==> src/rtl/fetch_sequencer.sv <==
// Instruction-fetch sequencer: owns the PC, assembles each big-endian word from
// four byte reads of imem and hands it to decode over a valid/ready handshake.
module fetch_sequencer #(
  parameter int          ADDR_W    = 8,
  parameter int          MEM_BYTES = 150,
  parameter logic [31:0] RESET_PC  = 32'h0
) (
  input  logic              clk,
  input  logic              rst_n,
  input  logic              en,
  input  logic              redirect,
  input  logic [31:0]       redirect_pc,
  output logic              mem_rd,
  output logic [ADDR_W-1:0] mem_addr,
  input  logic [7:0]        mem_data,
  output logic              ins_valid,
  input  logic              ins_ready,
  output logic [31:0]       ins_word,
  output logic [31:0]       ins_pc,
  output logic [31:0]       pc_plus4,
  output logic              fault
);

  typedef enum logic [2:0] {IDLE, RD0, RD1, RD2, RD3, CAP, VALID, FAULT} state_t;

  state_t            state_q, state_d;
  logic [31:0]       pc_q, pc_d, pc_inc;
  logic [23:0]       bytes_q;
  logic [ADDR_W-1:0] addr_off;
  logic              load_addr;

  // Word fetch must be aligned and its last byte inside imem; 33-bit sum so a
  // PC near 2^32 cannot wrap back into range.
  function automatic logic legal(input logic [31:0] p);
    logic [32:0] last;
    last = {1'b0, p} + 33'd3;
    return (p[1:0] == 2'b00) && (last < 33'(MEM_BYTES));
  endfunction

  assign pc_inc = pc_q + 32'd4;

  // NOTE: every variable driven here gets a default first so no latch is inferred.
  always_comb begin
    state_d = state_q;
    pc_d    = pc_q;
    if (redirect) begin
      pc_d = redirect_pc;
      if (!legal(redirect_pc)) state_d = FAULT;
      else if (en)             state_d = RD0;
      else                     state_d = IDLE;
    end else begin
      case (state_q)
        IDLE:  if (en) state_d = legal(pc_q) ? RD0 : FAULT;
        RD0:   state_d = RD1;
        RD1:   state_d = RD2;
        RD2:   state_d = RD3;
        RD3:   state_d = CAP;
        CAP:   state_d = VALID;
        VALID: if (ins_ready) begin
                 pc_d = pc_inc;
                 if (en) state_d = legal(pc_inc) ? RD0 : FAULT;
                 else    state_d = IDLE;
               end
        FAULT: state_d = FAULT;
        default: state_d = IDLE;
      endcase
    end
  end

  // Address for the read issued in the upcoming cycle; held when no read follows.
  always_comb begin
    load_addr = 1'b1;
    case (state_d)
      RD0:     addr_off = ADDR_W'(0);
      RD1:     addr_off = ADDR_W'(1);
      RD2:     addr_off = ADDR_W'(2);
      RD3:     addr_off = ADDR_W'(3);
      default: begin
        addr_off  = ADDR_W'(0);
        load_addr = 1'b0;
      end
    endcase
  end

  // NOTE: state is updated with non-blocking assignments so every register
  // samples the pre-edge values regardless of statement order.
  always_ff @(posedge clk or negedge rst_n) begin
    if (!rst_n) begin
      state_q  <= IDLE;
      pc_q     <= RESET_PC;
      mem_addr <= '0;
      bytes_q  <= '0;
      ins_word <= '0;
      ins_pc   <= '0;
      pc_plus4 <= '0;
    end else begin
      state_q <= state_d;
      pc_q    <= pc_d;
      if (load_addr) mem_addr <= pc_d[ADDR_W-1:0] + addr_off;
      // Bytes arrive one cycle after their read: byte0 lands during RD1.
      if (!redirect && (state_q == RD1 || state_q == RD2 || state_q == RD3))
        bytes_q <= {bytes_q[15:0], mem_data};
      if (!redirect && state_q == CAP) begin
        ins_word <= {bytes_q, mem_data};
        ins_pc   <= pc_q;
        pc_plus4 <= pc_inc;
      end
    end
  end

  assign mem_rd    = (state_q == RD0) || (state_q == RD1) ||
                     (state_q == RD2) || (state_q == RD3);
  assign ins_valid = (state_q == VALID);
  assign fault     = (state_q == FAULT);

endmodule

==> config.mk <==
export PLATFORM = sky130hd
export DESIGN_NAME = fetch_sequencer
export DESIGN_NICKNAME = d
export VERILOG_FILES = /design/src/rtl/fetch_sequencer.sv
export SDC_FILE = /design/constraint.sdc
export NUM_CORES = 1
export LEC_CHECK = 0
export BUFFER_PORTS_ARGS = -buffer_cell sky130_fd_sc_hd__buf_2
export CORE_MARGIN = 2
export CORE_UTILIZATION = 57
export DETAILED_ROUTE_END_ITERATION = 8
export PLACE_DENSITY_LB_ADDON = 0.25
export SLEW_MARGIN = 20
export SYNTH_ARGS = -nofsm -noshare
export SYNTH_HDL_FRONTEND = slang
export SYNTH_SLANG_ARGS = --single-unit
==> constraint.sdc <==
create_clock -name clk -period 16.15 [get_ports clk]
set_clock_uncertainty 0.15 [all_clocks]
set_input_delay 0.8075 -clock clk [delete_from_list [all_inputs] [get_ports clk]]
set_output_delay 0.8075 -clock clk [all_outputs]
set_load 0.005 [all_outputs]
# Word level (Yosys, flattened, before mapping)
# Index checks and enable logic that the tools add are counted.
[word_totals]
regBits = 163
in_bits = 45
out_inout_bits = 107
[classes]
addsub = 5
magnitude_cmp = 3
n_eq_ne = 11
muxes = 14
reduce_logical = 19
[ops]
columns = ["op", "count"]
rows = [
  ["adder 32 x 2 -> 33 bit, second input constant", 3],
  ["less-than comparator 33 x 8 -> 1 bit, second input constant", 3],
  ["two-way mux 32 bit", 3],
  ["adder 32 x 3 -> 32 bit, second input constant", 1],
  ["one-hot mux 3 bit (8 select lines)", 1],
  ["two-way mux 3 bit", 7],
  ["equality test 3 bit, second input constant", 5],
  ["equality test 3 x 2 -> 1 bit, second input constant", 4],
  ["adder 8 bit", 1],
  ["equality test 3 x 1 -> 1 bit, second input constant", 2],
  ["logical NOT 2 bit", 3],
  ["one-hot mux 2 bit (3 select lines)", 1],
  ["logical AND 1 bit", 5],
  ["logical OR 1 bit", 5],
  ["nonzero test 2 bit", 2],
  ["OR reduction 4 bit", 1],
  ["logical NOT 3 bit", 1],
  ["two-way mux 1 bit", 2],
  ["AND reduction 2 bit", 1],
  ["logical NOT 1 bit", 1],
]

# Depth between registers and ports, before layout
[logic_depth]
ltp_word = 12
mapped_depth = 23
depth_no_buf = 21

# Worst setup path after synthesis
# OpenSTA, ideal clock, no wires.
[synth_timing]
kind = "register to register"
from = "reg pc_q[2]"
to = "reg mem_addr[6]"
setup_time_ps = 125
arrival_ps = 5455
path_slack_ps = 10420
stages_incl_launch_ff = 22
path_buffers = 1
period_less_slack_ps = 5730
cell_sequence = "dfrtp_1 -> clkbuf_1 -> inv_1 -> ha_1 -> nor4_2 -> nand3_1 -> a211oi_1 -> nand2_1 -> or4_1 -> a22oi_1 -> nand4_1 -> o31ai_2 -> o21ai_0 -> or3_1 -> a21boi_0 -> ha_1 -> inv_1 -> fa_1 -> or3_1 -> nor2_1 -> xor2_1 -> mux2_4"
[synth_via]
elab_chain_len = 12
[synth_lines]
columns = ["element", "line_no", "rtl"]
rows = [
  ["from (decl)", "27", "logic [31:0] pc_q, pc_d, pc_inc;"],
  ["from (signal assigned)", "98", "pc_q <= pc_d;"],
  ["adder 32 x 3 -> 32 bit *", "40", "assign pc_inc = pc_q + 32'd4;"],
  ["via pc_inc[2]", "27", ""],
  ["adder 32 x 2 -> 33 bit", "36", "last = {1'b0, p} + 33'd3;"],
  ["less-than comparator 33 x 8 -> 1 bit", "37", "return (p[1:0] == 2'b00) && (last < 33'(MEM_BYTES));"],
  ["logical AND 1 bit", "37", ""],
  ["two-way mux 3 bit (2 in series)", "61", "if (en) state_d = legal(pc_inc) ? RD0 : FAULT;"],
  ["two-way mux 3 bit", "59", "VALID: if (ins_ready) begin"],
  ["one-hot mux 3 bit (8 select lines)", "52", "case (state_q)"],
  ["two-way mux 3 bit", "46", "if (redirect) begin"],
  ["equality test 3 bit, or another cell as far along", "73", "case (state_d)"],
  ["one-hot mux 2 bit (3 select lines) or OR reduction 4 bit (tied branches)", "n/a", ""],
  ["adder 8 bit or two-way mux 1 bit (tied branches)", "99, 73", ""],
  ["to (signal assigned)", "99", "if (load_addr) mem_addr <= pc_d[ADDR_W-1:0] + addr_off;"],
  ["to (decl)", "14", "output logic [ADDR_W-1:0] mem_addr,"],
]
# The timed path passes the listed nets; every way through them passes the cells marked *. The select of a mux whose other input is x is not followed.
# A chain may end at the register's enable or synchronous reset.

# Worst setup path after layout
[layout_timing]
from = "reg pc_q[2]"
to = "reg mem_addr[6]"
[layout_via]
elab_chain_len = 12
[layout_lines]
columns = ["element", "line_no"]
rows = [
  ["adder 32 x 3 -> 32 bit", "40"],
  ["adder 32 x 2 -> 33 bit", "36"],
  ["less-than comparator 33 x 8 -> 1 bit", "37"],
  ["logical AND 1 bit", "37"],
  ["two-way mux 3 bit (2 in series)", "61"],
  ["two-way mux 3 bit", "59"],
  ["one-hot mux 3 bit (8 select lines)", "52"],
  ["two-way mux 3 bit", "46"],
  ["equality test 3 bit, or another cell as far along", "73"],
  ["one-hot mux 2 bit (3 select lines) or OR reduction 4 bit (tied branches)", "n/a"],
  ["adder 8 bit or two-way mux 1 bit (tied branches)", "99, 73"],
]
# Several ways; a longest one is shown, not always the timed one. The select of a mux whose other input is x is not followed.

==> results.txt <==
top-area cell type share of the netlist area: 42.3%
CTS sink count: 161
syn avg cell area: 8.51 um2
# rows: 47
core box area: 16500 um2
final hold violation count: 0
Synthesis Warnings: 0
num ports: 152
fin. max-slew vios: 0
DRC: 0
global route total overflow: 0
worst flop-to-flop path startpoint: pc_q[2]
RSZ-0062 raised after global routing: false
Num CTS Buffers: 17
Lkg Pwr: 4.94 nW
ANT nets after route: 0
H-tree lvl count: 4
initial antenna violation count: 0
layout cells sized above 1: 20.0%
CP Max Fanout: 16
Mapped Cells: 1119
number of max-cap violations: 0
Area Growth Syn to Fin: 14.0%
Initial Utilization: 57.8%
final-stage net count: 1268
Resized cells post-CTS: 0
Worst-Margin Slew: 1.07 ns
Post-synth EDFFs: 0
crit path capture type: register
M1 GR Usage: 42.0%
Final min period: 7.32 ns
CP Class: reg2reg
Max Buffers Root-to-Sink: 2
register area share after synthesis: 42.3%
Critical Path Start Type: register
most frequent cells after synthesis: nand2_1, dfrtp_1, o21ai_0
largest net degree at the start of global routing: 119
Critical path origin: pc_q[2]
Final Routed Wirelength: 25900 um
CTS tree: built
ys async rst share: 100%
Slew headroom: 28.4%
FMAX: 0.137 GHz
clock tree root buffer cell: clkbuf_16
TNS Setup: 0 ns
GP Congestion: 0.966
final setup vio count: 0
diode count: 0
drt initial violations: 883
sequential cell area: 4030 um2
outcome: finished clean
Multi-input gate area: 5070 um2
Clock Latency Late Sink: 0.44 ns
routed length per instance: 17.9 um
Post-DP Area: 10300 um2
Die ar.: 17800 um2
post-CTS setup buffer count: 0
hpwl dp: 18700 um
GRT Max-Usage Layer: met2
post-synthesis register bit count: 161
most frequent cell after synthesis: nand2_1
Final Cell Area: 10900 um2
Cell variety after synth: 73
Port Buffers: 151
first-pass GRT wire length: 41000 um
M2 GR Usage: 44.5%
average vias per placed instance: 5.94
crit share post-route: 45.3%
number of global-route vias before repair: 7805
Worst Path Required: 16.32 ns
min-delay worst type: reg2reg
Synthesized Nets: 1172
Die X: 133 um
vias post-DR: 8595
Post-Synthesis Cell Area: 9520 um2
Die Ht: 133 um
FILL cells: 1419
VDD IR max: 0.0000809 V
met3 Resource Use GR: 5.02%
min-delay src: bytes_q[18]
Critical Path AT: 7.49 ns
Pre-antenna DRT Iters: 5
Worst-path clk slew: 0.07 ns
Synth area leaders: dfrtp_1, nand2_1, xnor2_1
pwr dens: 127 nW/um2
Main synth FF type: dfrtp_1
hold-fix buffers at CTS: 0
total global-route track usage: 29.1%
dominant cell type by area after synthesis: dfrtp_1
[stage by stage]
step                cells  hold WS, ns  util (%)  power [mW]  setup WS, ns
finish               1448        0.317      65.9        1.38          8.83
global route         1448        0.341      65.9        1.46          8.35
detailed placement   1416        0.308      62.4       0.986          8.96
floorplan            1119        0.285         -       0.813         10.42
global placement     1416        0.293      62.4       0.970          9.06
CTS                  1448        0.322      65.9        1.39          8.95
[power by group]
part / internal [mW] / switching [mW] / total [mW]
Combinational: 0.170 / 0.185 / 0.355
Clock: 0.221 / 0.176 / 0.398
Sequential: 0.531 / 0.0961 / 0.627
[registers in the layout (all words and copies together) (netlist names)]
register,count
pc_plus4,30
bytes_q,24
pc_q,32
state_q,3
ins_word,32
mem_addr,8
ins_pc,32
[cell type report]
type,count,area share (%)
well taps,220,2.54
inverters,27,0.933
multi-input cells,852,46.7
clock inverters,14,1.34
repair buffers,156,7.36
flip-flops and latches,161,37.1
clock buffers,18,4.05
[logic make-up after synthesis]
group	count (synthesis)	synth area share, %
AOI/OAI and AO/OA	187	12.3
xor gates and xnor gates	80	7.55
adders and majority gates	8	1.13
buffers and inverters	106	4.61
DFF	161	42.3
muxes	42	5.11
and+or+nand+nor	535	26.9
[final timing paths]
check | cells past startpoint | slack (ns) | to
min | 2 | 0.32 | ins_word[26]
max reg2reg | 20 | 8.83 | mem_addr[6]
min in group asynchronous | 1 | 0.33 | ins_word[8]
max in group asynchronous | 2 | 14.28 | pc_q[16]
max | 20 | 8.83 | mem_addr[6]
min reg2reg | 2 | 0.32 | ins_word[26]
[layer usage]
| metal | wire length (um) | share of wire (%) | vias to the layer above |
|---|---|---|---|
| met5 | 0 | 0 | - |
| met4 | 717 | 2.8 | 0 |
| li1 | - | - | 4070 |
| met3 | 2070 | 8.0 | 59 |
| met2 | 11500 | 45 | 419 |
| met1 | 11600 | 45 | 4047 |
[critical path, cell delays in order, from the launching register on]
cell      delay [ns]
dfrtp_1         0.62
ha_1            0.42
nand4_1         0.55
or4_1           0.95
or3_1           0.44
a22oi_2         0.22
nand3_1         0.15
or4_1           0.50
a22oi_1         0.24
nand4_1         0.21
o311ai_1        0.45
and3_1          0.42
nand2_1         0.13
a21boi_0        0.19
ha_1            0.20
inv_1           0.05
fa_1            0.38
or3_1           0.42
nor2_1          0.15
xor2_1          0.08
mux2_4          0.28
[cell usage in the layout (no fill, tap or decap), types with 5 or more instances in the layout]
cell type / n
and3_1: 22
nand3_1: 23
or4_1: 8
dfrtp_1: 161
a31oi_1: 9
nor3_1: 22
nand2b_1: 5
a21oi_1: 22
a22oi_1: 6
buf_2: 150
a211oi_1: 6
or2_2: 5
buf_4: 5
or3_1: 12
mux2i_1: 10
nand4b_1: 7
mux2_4: 7
nor3b_1: 5
nor2_1: 68
clkbuf_16: 17
o21ai_0: 85
ha_1: 7
xnor2_1: 58
inv_1: 27
xor2_1: 21
nor4_1: 12
mux2_2: 25
nand4_1: 25
nand2_1: 287
o31ai_1: 8
and2_1: 6
No activity file was read; power rests on OpenSTA's default activity.
